==> src/rtl/simon_pkg.sv <==
// Shared constants and types for the SIMON 128/192 input loader.
// Default build is plain ECB feeding; define SIMON_LOADER_CBC_EN for chaining.
package simon_pkg;
   localparam int SIMON_N = 64;
   localparam int SIMON_M = 3;
   localparam int SIMON_W = 32;
   localparam int WPB     = 2 * SIMON_N / SIMON_W;
   localparam int WPK     = SIMON_M * SIMON_N / SIMON_W;

   typedef enum logic [1:0] {IDLE, OFFER, RELEASE} data_state_e;

   typedef logic [1:0][SIMON_N-1:0] block_t;
endpackage

==> src/rtl/simon_block_fifo2.sv <==
// Two-entry block buffer; slot0 is always the head, entries shift on pop.
module simon_block_fifo2 #(
   parameter int BW = 128
) (
   input  logic          clk,
   input  logic          rst,
   input  logic          push_i,
   input  logic [BW-1:0] push_data_i,
   input  logic          pop_i,
   output logic [BW-1:0] head_o,
   output logic [1:0]    count_o
);
   logic [BW-1:0] slot0_q, slot1_q;
   logic [1:0]    count_q;
   logic          push_ok, pop_ok;

   assign pop_ok  = pop_i & (count_q != 2'd0);
   assign push_ok = push_i & ((count_q != 2'd2) | pop_ok);

   always_ff @(posedge clk or posedge rst) begin
      if (rst) begin
         slot0_q <= '0;
         slot1_q <= '0;
         count_q <= 2'd0;
      end else begin
         case ({push_ok, pop_ok})
            2'b10: begin
               if (count_q == 2'd0) slot0_q <= push_data_i;
               else                 slot1_q <= push_data_i;
               count_q <= count_q + 2'd1;
            end
            2'b01: begin
               slot0_q <= slot1_q;
               count_q <= count_q - 2'd1;
            end
            2'b11: begin
               // simultaneous push/pop keeps the count; new block lands behind the survivor
               if (count_q == 2'd1) begin
                  slot0_q <= push_data_i;
               end else begin
                  slot0_q <= slot1_q;
                  slot1_q <= push_data_i;
               end
            end
            default: ;
         endcase
      end
   end

   assign head_o  = slot0_q;
   assign count_o = count_q;
endmodule

==> src/rtl/simon_input_loader.sv <==
// Assembles host words into SIMON blocks/keys and runs the core handshakes.
// Optional macro SIMON_LOADER_CBC_EN adds CBC chaining (enc_dec/doneData/outData).
module simon_input_loader
   import simon_pkg::*;
#(
   parameter int N = SIMON_N,
   parameter int M = SIMON_M,
   parameter int W = SIMON_W
) (
   input  logic                clk,
   input  logic                R,
   input  logic                flush,
   input  logic [W-1:0]        wrData,
   input  logic                wrValid,
   input  logic                wrKey,
   output logic                wrReady,
   output logic                newData,
   output logic [1:0][N-1:0]   inData,
   input  logic                loadData,
   output logic                newKey,
   output logic [M-1:0][N-1:0] key,
   input  logic                loadKey,
   output logic [1:0]          pending
`ifdef SIMON_LOADER_CBC_EN
   ,
   input  logic                enc_dec,
   input  logic                doneData,
   input  logic [1:0][N-1:0]   outData
`endif
);
   localparam int BW    = 2 * N;
   localparam int KW    = M * N;
   localparam int WPB_L = BW / W;
   localparam int WPK_L = KW / W;
   localparam int DCW   = $clog2(WPB_L);
   localparam int KCW   = $clog2(WPK_L);

   logic [BW-W-1:0] dsr_q;
   logic [KW-W-1:0] ksr_q;
   logic [KW-1:0]   key_q;
   logic [DCW-1:0]  dc_q;
   logic [KCW-1:0]  kc_q;
   logic            new_key_q, new_data_q;
   data_state_e     state_q;

   logic [BW-1:0]   block_d, head;
   logic [KW-1:0]   key_d;
   logic [1:0]      count;
   logic            data_acc, key_acc, push, pop, chain_ok;

   assign wrReady  = ~R & (wrKey ? ~new_key_q : (count != 2'd2));
   assign data_acc = wrValid & wrReady & ~wrKey & ~flush;
   assign key_acc  = wrValid & wrReady &  wrKey & ~flush;
   assign block_d  = {dsr_q, wrData};
   assign key_d    = {ksr_q, wrData};
   assign push     = data_acc & (dc_q == DCW'(WPB_L - 1));
   assign pop      = (state_q == OFFER) & loadData;

   simon_block_fifo2 #(.BW(BW)) u_fifo (
      .clk         (clk),
      .rst         (R),
      .push_i      (push),
      .push_data_i (block_d),
      .pop_i       (pop),
      .head_o      (head),
      .count_o     (count)
   );

   always_ff @(posedge clk or posedge R) begin
      if (R) begin
         dsr_q     <= '0;
         ksr_q     <= '0;
         key_q     <= '0;
         dc_q      <= '0;
         kc_q      <= '0;
         new_key_q <= 1'b0;
      end else begin
         if (flush) begin
            dc_q <= '0;
            kc_q <= '0;
         end
         if (data_acc) begin
            dsr_q <= block_d[BW-W-1:0];
            dc_q  <= push ? '0 : dc_q + 1'b1;
         end
         if (key_acc) begin
            ksr_q <= key_d[KW-W-1:0];
            if (kc_q == KCW'(WPK_L - 1)) begin
               kc_q      <= '0;
               key_q     <= key_d;
               new_key_q <= 1'b1;
            end else begin
               kc_q <= kc_q + 1'b1;
            end
         end
         if (new_key_q & loadKey) new_key_q <= 1'b0;
      end
   end

   always_ff @(posedge clk or posedge R) begin
      if (R) begin
         state_q    <= IDLE;
         new_data_q <= 1'b0;
      end else begin
         case (state_q)
            IDLE: if ((count != 2'd0) && chain_ok) begin
               state_q    <= OFFER;
               new_data_q <= 1'b1;
            end
            OFFER: if (loadData) begin
               state_q    <= RELEASE;
               new_data_q <= 1'b0;
            end
            RELEASE: if (!loadData) state_q <= IDLE;
            default: begin
               state_q    <= IDLE;
               new_data_q <= 1'b0;
            end
         endcase
      end
   end

`ifdef SIMON_LOADER_CBC_EN
   logic [BW-1:0] chain_q;
   logic          chain_valid_q, done_q;

   assign chain_ok = ~enc_dec | chain_valid_q;

   always_ff @(posedge clk or posedge R) begin
      if (R) begin
         chain_q       <= '0;
         chain_valid_q <= 1'b1;
         done_q        <= 1'b0;
      end else begin
         done_q <= doneData;
         if (pop) chain_valid_q <= 1'b0;
         if (doneData & ~done_q) begin
            chain_q       <= outData;
            chain_valid_q <= 1'b1;
         end
         // flush restarts the chain from the zero IV
         if (flush) begin
            chain_q       <= '0;
            chain_valid_q <= 1'b1;
         end
      end
   end
`else
   assign chain_ok = 1'b1;
`endif

   for (genvar gi = 0; gi < 2; gi++) begin : g_half
`ifdef SIMON_LOADER_CBC_EN
      assign inData[gi] = enc_dec ? (head[gi*N +: N] ^ chain_q[gi*N +: N]) : head[gi*N +: N];
`else
      assign inData[gi] = head[gi*N +: N];
`endif
   end

   assign newData = new_data_q;
   assign newKey  = new_key_q;
   assign key     = key_q;
   assign pending = count;
endmodule

==> config.mk <==
export PLATFORM = sky130hd
export DESIGN_NAME = simon_input_loader
export DESIGN_NICKNAME = d
export VERILOG_FILES = /design/src/rtl/simon_pkg.sv /design/src/rtl/simon_block_fifo2.sv /design/src/rtl/simon_input_loader.sv
export SDC_FILE = /design/constraint.sdc
export NUM_CORES = 2
export LEC_CHECK = 0
export CORE_ASPECT_RATIO = 1.1
export CORE_MARGIN = 3
export CORE_UTILIZATION = 26
export CTS_CLUSTER_DIAMETER = 200
export CTS_CLUSTER_SIZE = 14
export DETAILED_ROUTE_END_ITERATION = 16
export SYNTH_ARGS = -nofsm -noshare
export SYNTH_HDL_FRONTEND = slang
export SYNTH_HIERARCHICAL = 1
export SYNTH_SLANG_ARGS = --single-unit
export TNS_END_PERCENT = 5
==> constraint.sdc <==
create_clock -name clk -period 17.9 [get_ports clk]
set_input_delay 3.58 -clock clk [delete_from_list [all_inputs] [get_ports clk]]
set_output_delay 3.58 -clock clk [all_outputs]
set_load 0.02 [all_outputs]
-- Word level (Yosys, flattened, before mapping)
Index checks and enable logic that the tools add are counted.
W data, S select, Z words.
- output and inout port bits: 325
- word-level logic and storage cells: 87
- register bits: 715
- bits of input ports: 39
- reductions and logical operators: 16
- muxes and demuxes: 24
- equal/unequal tests: 15
- bitwise operators: 17
- add/sub/neg operators: 4
- operator list (kind ; count):
    $mux W128 ; 4
    $pmux W128 S3 ; 1
    $pmux W128 S2 ; 1
    $reduce_bool A2 Y1 ; 7
    $mux W2 ; 6
    $ne A2 B2 Y1 const B ; 6
    $and A1 B1 Y1 ; 11
    $mux W3 ; 3
    $reduce_and A3 Y1 ; 3
    $eq A2 B2 Y1 const B ; 4
    $eq A2 B1 Y1 const B ; 3
    $mux W1 ; 6
    $pmux W2 S3 ; 1
    $reduce_and A2 Y1 ; 3
    $not A1 Y1 ; 5
    $add A2 B1 Y2 const B ; 2
    $logic_not A2 Y1 ; 2
    $pmux W2 S2 ; 1
    $add A3 B1 Y3 const B ; 1
    $eq A3 B3 Y1 const B ; 1
    $pmux W1 S3 ; 1
    $reduce_bool A3 Y1 ; 1
    $ne A2 B1 Y1 const B ; 1
    $sub A2 B1 Y2 const B ; 1
    $or A1 B1 Y1 ; 1

-- Longest topological paths before layout
- depth in word-level cells: 11
- depth in mapped cells: 11
- mapped depth without buffers: 6

-- Cells and area by module
The synthesis kept the hierarchy.
- by module, submodules not included (module ; seq. area each (µm²) ; instances ; area an instance (µm²) ; cells an instance):
    simon_input_loader ; 11436.0 ; 1 ; 17179.0 ; 998
    simon_block_fifo2 ; 6456.2 ; 1 ; 11427.2 ; 1032

-- Worst setup path before layout
Ideal clock, no wire load.
- path type: in2out
- start: in wrKey
- end: out wrReady
- required time: 14.320 ns
- stages on the path: 1
- setup slack: 10.170 ns
- path buffers: 0
- data arrival time: 4.150 ns
- cells stage by stage: a211oi_1
- cells in the longest elaborated chain, start to end: 2
- RTL lines (element ; RTL line ; RTL):
    from (decl) ; simon_input_loader.sv:15 ; input logic wrKey,
    $mux W1 ; simon_input_loader.sv:51 ; assign wrReady = ~R & (wrKey ? ~new_key_q : (count != 2'd2));
    $and A1 B1 Y1 ; simon_input_loader.sv:51 ;
    to (decl) ; simon_input_loader.sv:16 ; output logic wrReady,
No other way between the ends.

-- Worst setup path after layout
- start: in R
- end: out wrReady
- cells in the longest elaborated chain, start to end: 2
- RTL lines (element ; RTL line ; RTL):
    from (decl) ; simon_input_loader.sv:11 ; input logic R,
    $not A1 Y1 ; simon_input_loader.sv:51 ;
    $and A1 B1 Y1 ; simon_input_loader.sv:51 ;
No other way between the ends.

==> results_dict.tcl <==
set metrics [dict create \
    hold_depth 1 \
    dieHeight_um 353.9 \
    wl_mm 79.05 \
    reg2reg_depth 7 \
    vdd.ir_drop.worst_uv 66.93 \
    tns_ns 0 \
    final_nets 2355 \
    power_mw 4.760 \
    dp_hpwl_mm 50.66 \
    clock_sinks 715 \
    p_per_area_nw_per_um2 136.6 \
    setup_violations 0 \
    drt-initial-drc-count 966 \
    overflow 0 \
    synth_edf_count 0 \
    synth_seq_cells 715 \
    critical_path_arrival_ns 5.16 \
    syn_area_um2 28610 \
    ys_seq_area_share_pct 62.55 \
    area_growth_pct 21.78 \
    yosysMostFrequentCell "dfrtp_1" \
    synth_common_cells "715 x dfrtp_1, 422 x mux2_2, 131 x nor3_1" \
    h-tree-depth 2 \
    clock_latency_ns 0.66 \
    period_needed_ns 8.738 \
    maxSlewHeadroom_pct 28.56 \
    grt_first_pass_wirelength_mm 120.3 \
    cts_made_buffers 57 \
    synth_cell_types 35 \
    critPathRequiredTime_ns 14.32 \
    hold_viol_final 0 \
    vias_per_cell 4.683 \
    cts_root_buffer "clkbuf_16" \
    rows 127 \
    synth_area_leaders "dfrtp_1 63%, mux2_2 17%, mux2_1 5.0%" \
    grt_pass1_vias 18090 \
    initial_core_util_pct 26.20 \
    ioPinCount 364 \
    tightest_slew_ns 1.072 \
    netlist_instances 2030 \
    finalClockSkew_ns 0.02783 \
    drv_slew 0 \
    dr.pass1.iters 5 \
    endpoint_kind "output port" \
    min_path_type "flop to flop" \
    cp_max_fo 5 \
    async_flop_share_pct 100.0 \
    core_area_um2 109200 \
    gr-usage-all-layers_pct 13.75 \
    cp_slowest_cell "clkdlybuf4s50_1" \
    antenna_left 0 \
    cts_resized 0 \
    cap_viol_max_count 0 \
    critical-path-max-stage-delay_ns 0.64 \
    synth_area_per_cell_um2 14.09 \
    worstHoldStart "u_fifo/slot1_q[73]" \
    die-area_um2 114000 \
    r2r-start "u_fifo/count_o[1]" \
    syn_nets 2073 \
    drcViolationCount 0 \
    clockBufferDepth 3 \
    antenna_found_initial 6 \
    rsz0062_at_grt "false" \
    post-synth-top-area-cell "dfrtp_1" \
    r2r_slack_ns 12.99 \
    r2r-end "u_fifo/head_o[43]" \
    wl_per_cell_um 21.15 \
    grt_max_degree 138 \
    cts.clk_slew.worst_paths_ns 0.06 \
    portBuffers 363 \
    min_to "u_fifo/slot1_q[73]" \
    fin_crit_sh_pct 48.81 \
    start_kind "input port" \
    crit_type "input port to output port" \
    synth_flop_cell "dfrtp_1" \
    die_x_um 322.3 \
    crit_chain "clkdlybuf4s50_1 -> a211oi_1 -> clkdlybuf4s50_1" \
    layout-drive-gt1-share_pct 23.71 \
    cp_common_cell "clkdlybuf4s50_1" \
    run_status "finished, final reports clean" \
    max_freq_mhz 114.4 \
    vias 17500 \
    synth_warnings 6 \
    gp_congestion 0.7199 \
    leakagePower_nw 15.55 \
    postCtsSetupRepairBufs 0 \
    synth_top_area_share_pct 62.55 \
    cts_tree "yes" \
    holdBufCountCts 0 \
]
==> stage by stage <==
step	utilization, %	hold WS [ns]	worst slack (ns)	area (um^2)	std cells
floorplan	-	0.4638	1.580	28610	2030
global placement	30.52	0.4727	9.119	33320	3672
detailed placement	30.52	0.4806	9.032	33320	3672
CTS	31.90	0.4952	9.151	34830	3734
global route	31.90	0.4993	9.086	34830	3734
finish	31.91	0.4897	9.162	34840	3738
==> power breakdown <==
part / leakage (nW) / internal (mW) / switching [mW]
clock: 0.740 / 0.580 / 0.578
sequential: 9.31 / 1.99 / 0.321
combinational: 5.50 / 0.618 / 0.672
total: 15.5 / 3.19 / 1.57
==> worst max-delay path by stage <==
| stage | cells past startpoint | end | start |
|---|---|---|---|
| floorplan | 1 | dc_q[0] | R |
| global placement | 8 | u_fifo/head_o[19] | R |
| detailed placement | 8 | u_fifo/head_o[43] | R |
| CTS | 3 | wrReady | R |
| global route | 3 | wrReady | R |
| finish | 3 | wrReady | R |
==> registers in the layout, indices dropped and copies added, names as in the netlist <==
name            flops
kc_q                3
u_fifo/count_o      2
u_fifo/slot1_q    128
dc_q                2
key               192
u_fifo/head_o     128
newKey              1
state_q             2
ksr_q             160
newData             1
dsr_q              96
==> critical path, delay by kind of cell <==
kind / cells / cell delay (ns)
buf+inv: 2 / 1.27
compound gates: 1 / 0.30
==> layer usage <==
layer,global-route usage (%),share of wire (%),up-vias
met5,0,0,-
met4,2.922,1.9,0
met3,4.831,7.9,81
met2,21.02,45,423
met1,18.79,45,9134
li1,-,-,7866
==> cell families after synthesis <==
logic type,count (synthesis),share of synthesized area [%]
XOR/XNOR,3,0.09187
adder cells (fa/ha/maj),4,0.1750
multiplexers,582,23.28
buffers and inverters,170,3.412
flip-flops,715,62.55
AND/OR/NAND/NOR,292,5.284
AO/OA/AOI/OAI,264,5.214
==> cell usage in the layout, fill, tap and decap left out, types with 3 or more instances in the layout <==
master / n
o21ai_1: 10
diode_2: 4
o21ai_0: 122
clkdlybuf4s50_1: 363
nor3_1: 131
nor2b_1: 4
clkbuf_16: 59
inv_1: 4
nand3_1: 128
mux2_2: 422
ha_1: 4
nand2b_1: 4
buf_4: 22
mux2i_1: 3
nor2_1: 6
mux2_4: 29
mux2_1: 128
a31oi_1: 128
dfrtp_1: 715
==> area by class of cell <==
class                   instances  area, um^2
well taps                    1419        1775
inverters                       6       37.54
flip-flops and latches        715       17890
multi-input cells            1145        9777
clock buffers                  60        1480
fillers                     10720       74330
clock inverters                 2       25.02
diodes                          4       10.01
repair buffers                387        3839
No activity file was read; power rests on OpenSTA's default activity.
